--- src/rtl/riscv_pkg.sv ---
// Shared RISC-V definitions: fetch FSM states, fault codes, opcodes.
// Imported by the fetch stage and the multicycle control unit.
package riscv_pkg;

    typedef enum logic [1:0] {
        ST_IDLE,
        ST_REQ,
        ST_WAIT,
        ST_FAULT
    } fetch_state_t;

    localparam logic [31:0] NOP_INSTR = 32'h00000013;

    localparam logic [1:0] FAULT_NONE     = 2'd0;
    localparam logic [1:0] FAULT_MISALIGN = 2'd1;
    localparam logic [1:0] FAULT_TIMEOUT  = 2'd2;

    localparam logic [6:0] OP_LOAD   = 7'h03;
    localparam logic [6:0] OP_IMM    = 7'h13;
    localparam logic [6:0] OP_AUIPC  = 7'h17;
    localparam logic [6:0] OP_STORE  = 7'h23;
    localparam logic [6:0] OP_REG    = 7'h33;
    localparam logic [6:0] OP_LUI    = 7'h37;
    localparam logic [6:0] OP_BRANCH = 7'h63;
    localparam logic [6:0] OP_JALR   = 7'h67;
    localparam logic [6:0] OP_JAL    = 7'h6F;

endpackage

--- src/rtl/fetch_timer.sv ---
// Clearable 8-bit wait counter for the fetch stage.
// Terminal count flags when the count equals TIMEOUT_CYC.
module fetch_timer #(
    parameter int unsigned TIMEOUT_CYC = 255
) (
    input  logic clock,
    input  logic reset,
    input  logic clear,
    input  logic inc,
    output logic tc
);

    logic [7:0] count;

    always_ff @(posedge clock or posedge reset) begin
        if (reset)
            count <= 8'd0;
        else if (clear)
            count <= 8'd0;
        else if (inc)
            count <= count + 8'd1;
    end

    assign tc = (count == 8'(TIMEOUT_CYC));

endmodule

--- src/rtl/instr_fetch.sv ---
// Instruction fetch stage: owns the PC, fetches over req/ack,
// and hands instruction, opcode and fetch PC to the control unit.
module instr_fetch
    import riscv_pkg::*;
#(
    parameter logic [63:0] RESET_PC    = 64'h0,
    parameter int unsigned TIMEOUT_CYC = 255
) (
    input  logic        clock,
    input  logic        reset,
    input  logic        fetch_start,
    input  logic        pc_load,
    input  logic [63:0] pc_next,
    output logic        imem_req,
    output logic [63:0] imem_addr,
    input  logic        imem_ack,
    input  logic [31:0] imem_rdata,
    output logic [31:0] instr,
    output logic [6:0]  opcode,
    output logic [63:0] instr_pc,
    output logic        instr_valid,
    output logic        fetch_busy,
    output logic        fetch_fault,
    output logic [1:0]  fault_code
);

    fetch_state_t state;
    logic [63:0]  pc;
    logic         pend_valid;
    logic [63:0]  pend_pc;
    logic [63:0]  fetch_addr;
    logic         tmr_tc;

    // A same-cycle redirect is the address fetched.
    assign fetch_addr = pc_load ? pc_next : pc;
    assign opcode     = instr[6:0];
    assign fetch_busy = (state != ST_IDLE);

    fetch_timer #(
        .TIMEOUT_CYC(TIMEOUT_CYC)
    ) u_timer (
        .clock(clock),
        .reset(reset),
        .clear(state == ST_REQ),
        .inc  (state == ST_WAIT && !imem_ack),
        .tc   (tmr_tc)
    );

    always_ff @(posedge clock or posedge reset) begin
        if (reset) begin
            state       <= ST_IDLE;
            pc          <= RESET_PC;
            pend_valid  <= 1'b0;
            pend_pc     <= 64'd0;
            imem_req    <= 1'b0;
            imem_addr   <= 64'd0;
            instr       <= NOP_INSTR;
            instr_pc    <= 64'd0;
            instr_valid <= 1'b0;
            fetch_fault <= 1'b0;
            fault_code  <= FAULT_NONE;
        end else begin
            unique case (state)
                ST_IDLE: begin
                    if (pc_load)
                        pc <= pc_next;
                    if (fetch_start) begin
                        if (fetch_addr[1:0] != 2'b00) begin
                            state       <= ST_FAULT;
                            fetch_fault <= 1'b1;
                            fault_code  <= FAULT_MISALIGN;
                        end else begin
                            state       <= ST_REQ;
                            imem_addr   <= fetch_addr;
                            imem_req    <= 1'b1;
                            instr_valid <= 1'b0;
                        end
                    end
                end
                ST_REQ: begin
                    if (pc_load) begin
                        pend_valid <= 1'b1;
                        pend_pc    <= pc_next;
                    end
                    state <= ST_WAIT;
                end
                ST_WAIT: begin
                    if (imem_ack) begin
                        instr       <= imem_rdata;
                        instr_pc    <= imem_addr;
                        instr_valid <= 1'b1;
                        imem_req    <= 1'b0;
                        pend_valid  <= 1'b0;
                        state       <= ST_IDLE;
                        // Newest redirect wins, even on the ack cycle.
                        if (pc_load)
                            pc <= pc_next;
                        else if (pend_valid)
                            pc <= pend_pc;
                        else
                            pc <= imem_addr + 64'd4;
                    end else begin
                        if (pc_load) begin
                            pend_valid <= 1'b1;
                            pend_pc    <= pc_next;
                        end
                        if (tmr_tc) begin
                            imem_req    <= 1'b0;
                            fetch_fault <= 1'b1;
                            fault_code  <= FAULT_TIMEOUT;
                            state       <= ST_FAULT;
                        end
                    end
                end
                ST_FAULT: begin
                    state <= ST_FAULT;
                end
            endcase
        end
    end

endmodule

--- config.mk ---
export PLATFORM = sky130hd
export DESIGN_NAME = instr_fetch
export DESIGN_NICKNAME = d
export VERILOG_FILES = /design/src/rtl/riscv_pkg.sv /design/src/rtl/fetch_timer.sv /design/src/rtl/instr_fetch.sv
export SDC_FILE = /design/constraint.sdc
export NUM_CORES = 1
export LEC_CHECK = 0
export CORE_AREA = 2 2 152 191
export CTS_CLUSTER_DIAMETER = 30
export DETAILED_ROUTE_END_ITERATION = 10
export DIE_AREA = 0 0 154 193
export HOLD_SLACK_MARGIN = 0.06
export PLACE_DENSITY = 0.79
export SLEW_MARGIN = 40
export SYNTH_ARGS = -nofsm -noshare
export SYNTH_HDL_FRONTEND = slang
export SYNTH_SLANG_ARGS = --single-unit
--- constraint.sdc ---
create_clock -name clock -period 11.5 [get_ports clock]
set_input_delay 1.15 -clock clock [delete_from_list [all_inputs] [get_ports clock]]
set_output_delay 1.15 -clock clock [all_outputs]
set_load 0.1 [all_outputs]
After elaboration in Yosys (flattened, before gate mapping)
Cells that the tools add are included.
Widths: inputs -> output; s select.
{ "totals": {"inputBits": 101, "out_inout_bits": 173, "wordCells": 79, "register_bits": 304} }
{ "op_classes": {"reduce_logical": 16, "muxes": 37, "n_eq_ne": 11, "n_addsub": 2, "bitwise_logic": 1} }
{ "ops": {"columns": ["operator", "count"], "rows": [
  ["$mux 64", 6],
  ["$pmux 64 s2", 2],
  ["$add 64x3->64 const B", 1],
  ["$mux 2", 8],
  ["$mux 8", 2],
  ["$mux 1", 13],
  ["$ne 2x2->1 const B", 6],
  ["$reduce_bool 2->1", 5],
  ["$add 8x1->8 const B", 1],
  ["$eq 8x8->1 const B", 1],
  ["$pmux 1 s2", 4],
  ["$pmux 2 s4", 1],
  ["$reduce_and 2->1", 4],
  ["$reduce_and 4->1", 2],
  ["$reduce_and 5->1", 1],
  ["$eq 2x2->1 const B", 2],
  ["$pmux 2 s2", 1],
  ["$ne 3x3->1 const B", 1],
  ["$reduce_and 3->1", 1],
  ["$eq 2x1->1 const B", 1],
  ["$logic_not 2->1", 1],
  ["$logic_and 1x1->1", 1],
  ["$logic_not 1->1", 1],
  ["$not 1->1", 1]
]} }

Logic depth before layout (Yosys ltp)
Gate-level depths: netlist of run 1.
{ "depth": {"ltp_word": 5, "depth_mapped": 11, "ltp_nobuf": 8} }

Cells and area by module
Synthesis of run 1 repeated with hierarchy kept, for this count alone.
{ "unflattened": {"hier_cells": 1485, "area_unflattened_um2": 14420.1} }
{ "modules_own_cells": {"columns": ["mod", "instances", "seq_area_each_um2", "cells_per_inst", "area_per_inst_um2"], "rows": [
  ["instr_fetch", 1, 7410.9, 1445, 14028.5],
  ["fetch_timer", 1, 200.2, 40, 391.6]
]} }

Worst setup path before layout of run 1
OpenSTA, ideal clock, no wires.
{ "synth_path": {"path_type": "reg-to-reg", "from": "reg imem_addr[13]", "to": "reg pc[39]", "stages_incl_launch_ff": 9, "required_ns": 11.362, "slack_ns": 8.377, "path_buffers": 2, "arrival_time_ns": 2.985, "synth_period_minus_slack_ns": 3.123, "cell_sequence": "dfrtp_1 -> and4_4 -> nand3_1 -> buf_2 -> or4_1 -> buf_2 -> o211a_1 -> a2111oi_0 -> a21oi_1"} }
{ "synth_via": {"elab_chain_len": 5} }
{ "synth_lines": {"columns": ["element", "line_no", "source"], "rows": [
  ["start: declaration", "instr_fetch.sv:15", "output logic [63:0] imem_addr,"],
  ["start signal: assignment", "instr_fetch.sv:74", "imem_addr <= fetch_addr;"],
  ["$add 64x3->64", "instr_fetch.sv:101", "pc <= imem_addr + 64'd4;"],
  ["$mux 64", "instr_fetch.sv:98", "else if (pend_valid)"],
  ["$mux 64", "instr_fetch.sv:96", "if (pc_load)"],
  ["$mux 64", "instr_fetch.sv:88", "if (imem_ack) begin"],
  ["$pmux 64 s2", "instr_fetch.sv:63", "unique case (state)"],
  ["end signal: assignment", "instr_fetch.sv:66", "pc <= pc_next;"],
  ["end signal: assignment", "instr_fetch.sv:97", "pc <= pc_next;"],
  ["end signal: assignment", "instr_fetch.sv:99", "pc <= pend_pc;"],
  ["end: declaration", "instr_fetch.sv:28", "logic [63:0] pc;"]
]} }
No other way between the ends. The select of a mux whose other input is x is not followed.
A chain may end at the register's enable or synchronous reset.

Final worst setup path of run 1
{ "layout_path": {"from": "in pc_load", "to": "reg imem_addr[47]"} }
{ "layout_via": {"elab_chain_len": 4} }
{ "layout_lines": {"columns": ["element", "line_no", "source"], "rows": [
  ["start: declaration", "instr_fetch.sv:12", "input logic pc_load,"],
  ["$mux 64 (*)", null, null],
  ["$reduce_bool 2->1", "instr_fetch.sv:68", "if (fetch_addr[1:0] != 2'b00) begin"],
  ["$not 1->1 (no source line)", null, null],
  ["$reduce_and 3->1 (no source line)", null, null]
]} }
Mark *: on every way between the ends. The rest lies on a longest branch, timed or not.

==> flow_summary_export.csv, run 1 <==
group,metric,value,unit
outcome,outcome,"completed",
detailed_routing,vias,11913,
setup_path,rr_endpoint,"pc[52]",
logic_synthesis,synthTopCellsByCount,"301 x dfrtp_1, 158 x mux2_2, 126 x o21ai_0, 117 x nand2_1, 74 x clkbuf_1",
logic_synthesis,synth_top_family_by_area,"multiplexers",
logic_synthesis,synth_warnings,0,
setup_path,ff2ff_setup_slack,8.45,ns
timing,finalHoldViolCount,0,
cts,cts_setup_buffers,0,
detailed_routing,wirelength,40.7,mm
final_layout,fin_area,18600,sq um
floorplan,die_w,154,um
global_route,grt_pass1_wl,63.7,mm
timing,clock_skew,0.0236,ns
logic_synthesis,synth_area,14600,sq um
logic_synthesis,syn_inst,1334,
flow_run,drv_cap,0,
setup_path,criticalPathCategory,"input port to register",
cts,cts_made_buffers,56,
cts,tritoncts,"done",
logic_synthesis,synth.area.mux_share,16.9,%
setup_path,cp_max_fo,74,
logic_synthesis,yosysSeqAreaShare,52.2,%
hold_path,hp-class,"register to register",
logic_synthesis,synth_top_cell_by_area,"dfrtp_1",
detailed_routing,first_pass_iters,5,
timing,tightestPinTransition,0.798,ns
timing,fin_setup_tns,0,ns
cts,cts_buffer_depth,3,
logic_synthesis,synth_top_cells_by_area,"dfrtp_1 52%, mux2_2 12%, mux2i_1 4.7%, o21ai_0 4.3%, nand2_1 3.0%",
logic_synthesis,async_reset_ff_share,100,%
logic_synthesis,synth_edf_count,0,
cts,clk_pin_slew_worst_paths,0.05,ns
timing,finalSetupViolCount,0,
global_route,grt_overflow,0,
cts,cts.sinks,304,
timing,relSlewSlack,46.8,%
logic_synthesis,synth_xor_area_share,3.42,%
global_route,first_global_vias,11946,
logic_synthesis,yosysUniqueCellTypes,70,
final_layout,area_growth,27.4,%
logic_synthesis,syn_nets,1441,
final_layout,layout.nets,1684,
setup_path,endpoint,"imem_addr[47]",
floorplan,initial_core_util,52.0,%
timing,drv_slew,0,
floorplan,fp-row-count,69,
logic_synthesis,ys_ff_latch,304,
final_layout,fillCellCount,2128,
floorplan,die_area,29700,sq um
placement,place_congestion,0.828,
placement,io_buffer_count,273,
detailed_routing,drc,0,
floorplan,core-area,28100,sq um
setup_path,reg2regPathDepth,6,
placement,dp_hpwl,26.1,mm
cts,ctsResizeCount,0,
timing,min_period,3.75,ns
detailed_routing,drt-wirelength-per-cell,20.5,um
logic_synthesis,syn_avg_cell_area,10.9,sq um
global_route,globalRouteTotalUtil,26.9,%
setup_path,critical_path_required,11.90,ns
setup_path,crit_arrival,4.15,ns
logic_synthesis,yosys.area_share.simple,10.8,%
setup_path,start_kind,"input port",
timing,rsz0062_at_grt,"false",
floorplan,io_pins,274,
detailed_routing,avgViaCountPerCell,6.01,
timing,fin_crit_sh,32.6,%
logic_synthesis,synth_compound_area_share,12.9,%
placement,dpl-instance-area,16700,sq um
logic_synthesis,synthAdderAreaFrac,0.514,%
cts,clock-root-buffer,"clkbuf_16",
cts,ctsHoldBuffers,0,
final_layout,drive_above_1_share,29.8,%
logic_synthesis,synth_top_area_share,51.6,%
detailed_routing,drt_iter0_drc,759,
logic_synthesis,synth_most_common_cell,"dfrtp_1",
detailed_routing,ant_nets,0,
logic_synthesis,synth-main-ff-cell,"dfrtp_1",
cts,insertion_delay,0.57,ns
floorplan,die_h,193,um
setup_path,end_kind,"register",
global_route,antenna_found_initial,3,
global_route,grt_max_degree,117,
setup_path,crit_start,"pc_load",
hold_path,holdPathStages,1,
cts,h-tree-depth,2,
timing,timing.fmax,267,MHz
setup_path,r2r-start,"imem_addr[2]",
[logic make-up after synthesis]
group,after synthesis
muxes,226
adders and majority gates,6
buffers and inverters,117
and+or+nand+nor,324
DFF,304
AOI/OAI and AO/OA,300
xor gates and xnor gates,57
[worst min-delay path by stage]
stage                 startpoint            to  slack (ns)
floorplan                 pc[32]        pc[32]        0.46
global placement     fetch_fault   fetch_fault        0.45
detailed placement   fetch_fault   fetch_fault        0.46
CTS                  fetch_fault   fetch_fault        0.47
global route        instr_pc[62]  instr_pc[62]        0.50
finish               fetch_fault   fetch_fault        0.47
[critical path: stages]
cell and delay, ns:
buf_4 0.43, inv_2 0.40, o31ai_1 0.72, nand3_4 0.55, buf_4 0.53, nand2_1 0.17
o21ai_0 0.12
[cell usage in the layout (no fill, tap or decap), types with 5 or more instances in the layout]
cell type and instances:
a211oi_1 6, a21oi_1 41, a221oi_1 26, a222oi_1 5, a22o_1 7, a22oi_1 16
a31oi_1 5, and2_1 5, and3_1 8, and4_1 5, buf_2 173, buf_4 11
bufinv_16 5, clkbuf_16 57, clkbuf_8 5, clkdlybuf4s50_1 99, clkinv_2 11, clkinv_4 9
clkinvlp_4 10, dfrtp_1 300, diode_2 6, ha_1 6, inv_1 11, inv_6 5
mux2_2 158, mux2i_1 68, nand2_1 116, nand3_1 34, nand4_1 24, nor2_1 62
nor3_1 21, nor4_1 13, o21a_1 5, o21ai_0 125, o22ai_1 30, xnor2_1 35
xor2_1 22
[flip-flops by register name, summed over array words and instances (netlist names)]
name	cells
pc	64
instr_pc	64
pend_pc	64
instr	32
fault_code	2
state	2
u_timer.count	8
imem_addr	64
imem_req	1
instr_valid	1
fetch_fault	1
pend_valid	1
[metal layers]
layer	track usage, %	share of wire, %	up-vias	wire (um)
li1	-	-	5381	-
met5	0	0	-	0
met4	13.0	3.7	0	1490
met3	5.34	7.2	119	2920
met1	32.4	39	5885	15900
met2	46.6	50	528	20500
[stage by stage]
stage | cells | hold WS (ns) | util [%] | setup slack [ns]
finish | 1983 | 0.472 | 66.2 | 7.75
detailed placement | 1874 | 0.458 | 59.4 | 7.18
floorplan | 1334 | 0.458 | - | 1.95
CTS | 1977 | 0.472 | 66.1 | 7.77
global placement | 1873 | 0.452 | 62.3 | 7.25
global route | 1979 | 0.497 | 66.2 | 7.59
[layout make-up]
| class | count | area (sq um) | share of cell area (%) |
|---|---|---|---|
| diodes | 6 | 15.0 | 0.0808 |
| inverters | 14 | 65.1 | 0.350 |
| repair buffers | 288 | 2000 | 10.8 |
| clock buffers | 63 | 1500 | 8.06 |
| multi-input cells | 913 | 6550 | 35.2 |
| flip-flops and latches | 304 | 7610 | 41.0 |
| clock inverters | 40 | 403 | 2.17 |
| well taps | 355 | 444 | 2.39 |
Power of run 1 is left out: the tool's default activity adds up to more than one toggle a clock period on the data nets, which glitch-free logic cannot reach.
==> run 2: changes to the inputs <==
--- a/config.mk
+++ b/config.mk
@@ -5,12 +5,12 @@
 export SDC_FILE = /design/constraint.sdc
 export NUM_CORES = 1
 export LEC_CHECK = 0
-export CORE_AREA = 2 2 152 191
+export CORE_AREA = 2 2 159 200
 export CTS_CLUSTER_DIAMETER = 30
 export DETAILED_ROUTE_END_ITERATION = 10
-export DIE_AREA = 0 0 154 193
+export DIE_AREA = 0 0 161 202
 export HOLD_SLACK_MARGIN = 0.06
-export PLACE_DENSITY = 0.79
+export PLACE_DENSITY = 0.76
 export SLEW_MARGIN = 40
 export SYNTH_ARGS = -nofsm -noshare
 export SYNTH_HDL_FRONTEND = slang
==> constraint.sdc (replaced) <==
create_clock -name clock -period 3.4 [get_ports clock]
set_input_delay 0.34 -clock clock [delete_from_list [all_inputs] [get_ports clock]]
set_output_delay 0.34 -clock clock [all_outputs]
set_load 0.1 [all_outputs]
==> flow_summary_export.csv, run 2 (same netlist as run 1, synthesis figures left out) <==
group,metric,value,unit
timing,min_period,2.94,ns
cts,clk_pin_slew_worst_paths,0.05,ns
detailed_routing,vias,12137,
detailed_routing,drt_iter0_drc,874,
cts,ctsHoldBuffers,0,
final_layout,fin_util,62.5,%
setup_path,crit_arrival,3.43,ns
setup_path,critical_path_required,3.89,ns
final_layout,layout.nets,1714,
cts,cts_buffer_depth,3,
detailed_routing,drc,0,
detailed_routing,wirelength,42.8,mm
global_route,globalRouteTotalUtil,26.2,%
timing,tightestPinTransition,0.802,ns
timing,fin_crit_sh,86.4,%
global_route,first_global_vias,12623,
cts,tritoncts,"done",
setup_path,cp_max_fo,24,
cts,h-tree-depth,2,
timing,finalHoldViolCount,0,
timing,drv_slew,0,
floorplan,die_h,202,um
global_route,grt_overflow,0,
setup_path,start_kind,"register",
cts,clock-root-buffer,"clkbuf_16",
timing,timing.fmax,341,MHz
cts,cts_made_buffers,58,
setup_path,rr_endpoint,"pc[36]",
cts,cts_setup_buffers,0,
detailed_routing,met2_length,21.6,mm
setup_path,crit_start,"state[0]",
placement,dpl_worst_slack,0.454,ns
floorplan,die_w,161,um
global_route,grt_pass1_wl,68.3,mm
setup_path,end_kind,"register",
detailed_routing,drt-wirelength-per-cell,20.7,um
flow_run,drv_cap,0,
floorplan,core-area,30600,sq um
final_layout,mostFrequentLayoutCell,"dfrtp_1",
global_route,grt_max_degree,77,
placement,place_congestion,0.845,
timing,fin_ws,0.463,ns
detailed_routing,avgViaCountPerCell,5.88,
hold_path,hp-class,"input port to asynchronous set/reset pin",
final_layout,drive_above_1_share,31.0,%
placement,io_buffer_count,273,
timing,finalSetupViolCount,0,
floorplan,io_pins,274,
cts,ctsResizeCount,0,
cts,cts.sinks,304,
global_route,antenna_found_initial,2,
final_layout,area_growth,31.3,%
detailed_routing,met1Wirelength,16.6,mm
placement,dp_hpwl,27.8,mm
timing,relSlewSlack,46.5,%
detailed_routing,met3_length,2.89,mm
setup_path,ff2ff_setup_slack,0.46,ns
setup_path,criticalPathCategory,"register to register",
timing,clock_skew,0.0129,ns
final_layout,layout_common_cells,"300 x dfrtp_1, 171 x buf_2, 158 x mux2_2",
floorplan,initial_core_util,47.6,%
detailed_routing,maxUsedRoutingLayer,"met5",
timing,rsz0062_at_grt,"false",
detailed_routing,first_pass_iters,6,
outcome,outcome,"completed",
setup_path,r2r-start,"state[0]",
floorplan,fp-row-count,72,
cts,insertion_delay,0.57,ns
detailed_routing,ant_nets,0,
setup_path,reg2regPathDepth,8,
floorplan,die_area,32500,sq um
run 2: critical path: stages (launching register included):
cell and delay [ns]:
dfrtp_1 0.41, inv_1 0.12, ha_1 0.34, inv_1 0.17
o21ai_4 0.63, nand2_1 0.51, nor4_1 0.42, nor4_1 0.10
a31oi_1 0.15
run 2: worst max path at each step:
stage                    endpoint  depth (start not counted)  slack [ns]
floorplan           fault_code[0]                          1       -0.98
global placement           pc[36]                          7        0.57
detailed placement         pc[36]                          7        0.45
CTS                        pc[36]                          8        0.45
global route               pc[39]                          8        0.28
finish                     pc[36]                          8        0.46
run 2: per-stage QoR:
stage	instance area, sq um	cells	hold slack [ns]	setup TNS, ns
after floorplan	14600	1334	0.458	-295.15
after global placement	17800	1953	0.453	0
after detailed placement	17000	1954	0.459	0
after CTS	19200	2063	0.153	0
after global routing	19200	2064	0.187	0
final	19200	2064	0.151	0
run 2: cell type report:
cell class / count / area (sq um)
antenna: 1 / 2.50
clock buffer: 66 / 1590
clock inverter: 43 / 564
fill: 2532 / 11500
inverter: 14 / 56.3
multi-input combinational: 913 / 6540
sequential: 304 / 7610
tap: 407 / 509
timing repair buffer: 316 / 2290
run 2: routing by layer:
layer | GRT usage [%] | vias to the layer above
met2 | 45.4 | 489
met1 | 31.8 | 6113
met4 | 11.3 | 2
met5 | 0 | -
met3 | 4.99 | 110
li1 | - | 5423
Power of run 2 is left out for the same reason.
==> run 3: changes to the inputs <==
--- a/config.mk
+++ b/config.mk
@@ -10,7 +10,7 @@
 export DETAILED_ROUTE_END_ITERATION = 10
 export DIE_AREA = 0 0 161 202
 export HOLD_SLACK_MARGIN = 0.06
-export PLACE_DENSITY = 0.76
+export PLACE_DENSITY = 0.75
 export SLEW_MARGIN = 40
 export SYNTH_ARGS = -nofsm -noshare
 export SYNTH_HDL_FRONTEND = slang
==> flow_summary_export.csv, run 3 (same netlist as run 1, synthesis figures left out) <==
group,metric,value,unit
final_layout,layout.nets,1718,
timing,clock_skew,0.0139,ns
placement,dpl_worst_slack,0.594,ns
global_route,grt_max_degree,85,
timing,tightestPinTransition,0.794,ns
detailed_routing,avgViaCountPerCell,5.80,
setup_path,criticalPathCategory,"register to register",
detailed_routing,first_pass_iters,5,
cts,cts_buffer_depth,3,
setup_path,crit_arrival,3.31,ns
timing,whs,0.121,ns
global_route,first_global_vias,12331,
setup_path,cpMaxStageDelayCell,"or4_1",
cts,ctsHoldBuffers,0,
timing,finalHoldViolCount,0,
timing,timing.fmax,353,MHz
detailed_routing,drt-wirelength-per-cell,20.4,um
cts,clock-root-buffer,"clkbuf_16",
setup_path,cp.buffers_inverters,0,
detailed_routing,drc,0,
global_route,antenna_found_initial,4,
cts,clk_pin_slew_worst_paths,0.05,ns
floorplan,fp-row-count,72,
cts,insertion_delay,0.58,ns
cts,cts.sinks,304,
final_layout,mostFrequentLayoutCell,"dfrtp_1",
final_layout,drive_above_1_share,31.3,%
cts,tritoncts,"done",
floorplan,die_area,32500,sq um
placement,place_congestion,0.865,
flow_run,drv_cap,0,
global_route,globalRouteTotalUtil,25.8,%
setup_path,cp.depth,6,
placement,dp_hpwl,27.6,mm
final_layout,fin_util,62.7,%
timing,finalSetupViolCount,0,
timing,fin_crit_sh,83.4,%
cts,cts_made_buffers,60,
cts,h-tree-depth,2,
timing,fin_setup_tns,0,ns
timing,relSlewSlack,47.1,%
cts,ctsResizeCount,0,
floorplan,io_pins,274,
cts,cts_setup_buffers,0,
timing,rsz0062_at_grt,"false",
detailed_routing,wirelength,42.2,mm
final_layout,layout_common_cells,"300 x dfrtp_1, 171 x buf_2, 158 x mux2_2",
detailed_routing,ant_nets,0,
setup_path,cp_top_family,"simple AND/OR/NAND/NOR gates",
hold_path,hp-class,"input port to asynchronous set/reset pin",
timing,drv_slew,0,
setup_path,cp_max_fo,7,
placement,io_buffer_count,273,
setup_path,start_kind,"register",
setup_path,timing.critical_path.slowest_cell_delay,0.69,ns
setup_path,reg2regPathDepth,6,
detailed_routing,vias,12011,
floorplan,initial_core_util,47.6,%
outcome,outcome,"completed",
global_route,grt_pass1_wl,67.1,mm
setup_path,critical_path_required,3.87,ns
floorplan,core-area,30600,sq um
floorplan,die_h,202,um
final_layout,fillCellCount,2452,
timing,fin_ws,0.564,ns
floorplan,die_w,161,um
setup_path,path_cells,"and4_1 > nand3_2 > or4_1 > nor3_1 > xnor2_1 > a221oi_1",
detailed_routing,drt_iter0_drc,954,
final_layout,area_growth,31.7,%
global_route,grt_overflow,0,
setup_path,end_kind,"register",
timing,min_period,2.84,ns
==> run 3: cell types whose count changed in the layout (fill, tap and decap cells not counted), moves of 2 or more <==
cell / change
clkinvlp_4: +2
clkinv_2: -6
buf_4: +4
clkbuf_8: +3
inv_6: +6
==> run 3: area by class of cell <==
type                            count  area [sq um]  share of cell area [%]
Antenna cell                        1          2.50                  0.0130
Clock buffer                       69          1630                    8.46
Clock inverter                     45           604                    3.14
Inverter                           14          56.3                   0.293
Multi-Input combinational cell    913          6530                    34.0
Sequential cell                   304          7610                    39.6
Tap cell                          407           509                    2.65
Timing Repair Buffer              318          2270                    11.8
==> run 3: metal layers <==
layer / routed length (um) / up-vias / global-route usage, %
li1: - / 5446 / -
met1: 16700 / 5959 / 32.1
met2: 20800 / 458 / 42.3
met3: 2860 / 142 / 5.85
met4: 1900 / 6 / 13.4
met5: 39 / - / 0
==> run 3: worst paths after layout <==
path,start,endpoint,slack (ns)
min in group clock,pc_load,imem_addr[14],0.36
worst min register to register,fetch_fault,fetch_fault,0.46
worst max-delay path,imem_addr[8],pc[52],0.56
worst max register to register,imem_addr[8],pc[52],0.56
max in group asynchronous,reset,pend_pc[12],2.33
worst min-delay path,reset,fetch_fault,0.12
==> run 3: through the flow <==
step,area (sq um),std cells
after floorplan,14600,1334
after global placement,17800,1956
after detailed placement,17000,1956
after CTS,19200,2070
after global routing,19200,2071
final,19200,2071
Power of run 3 is left out for the same reason.
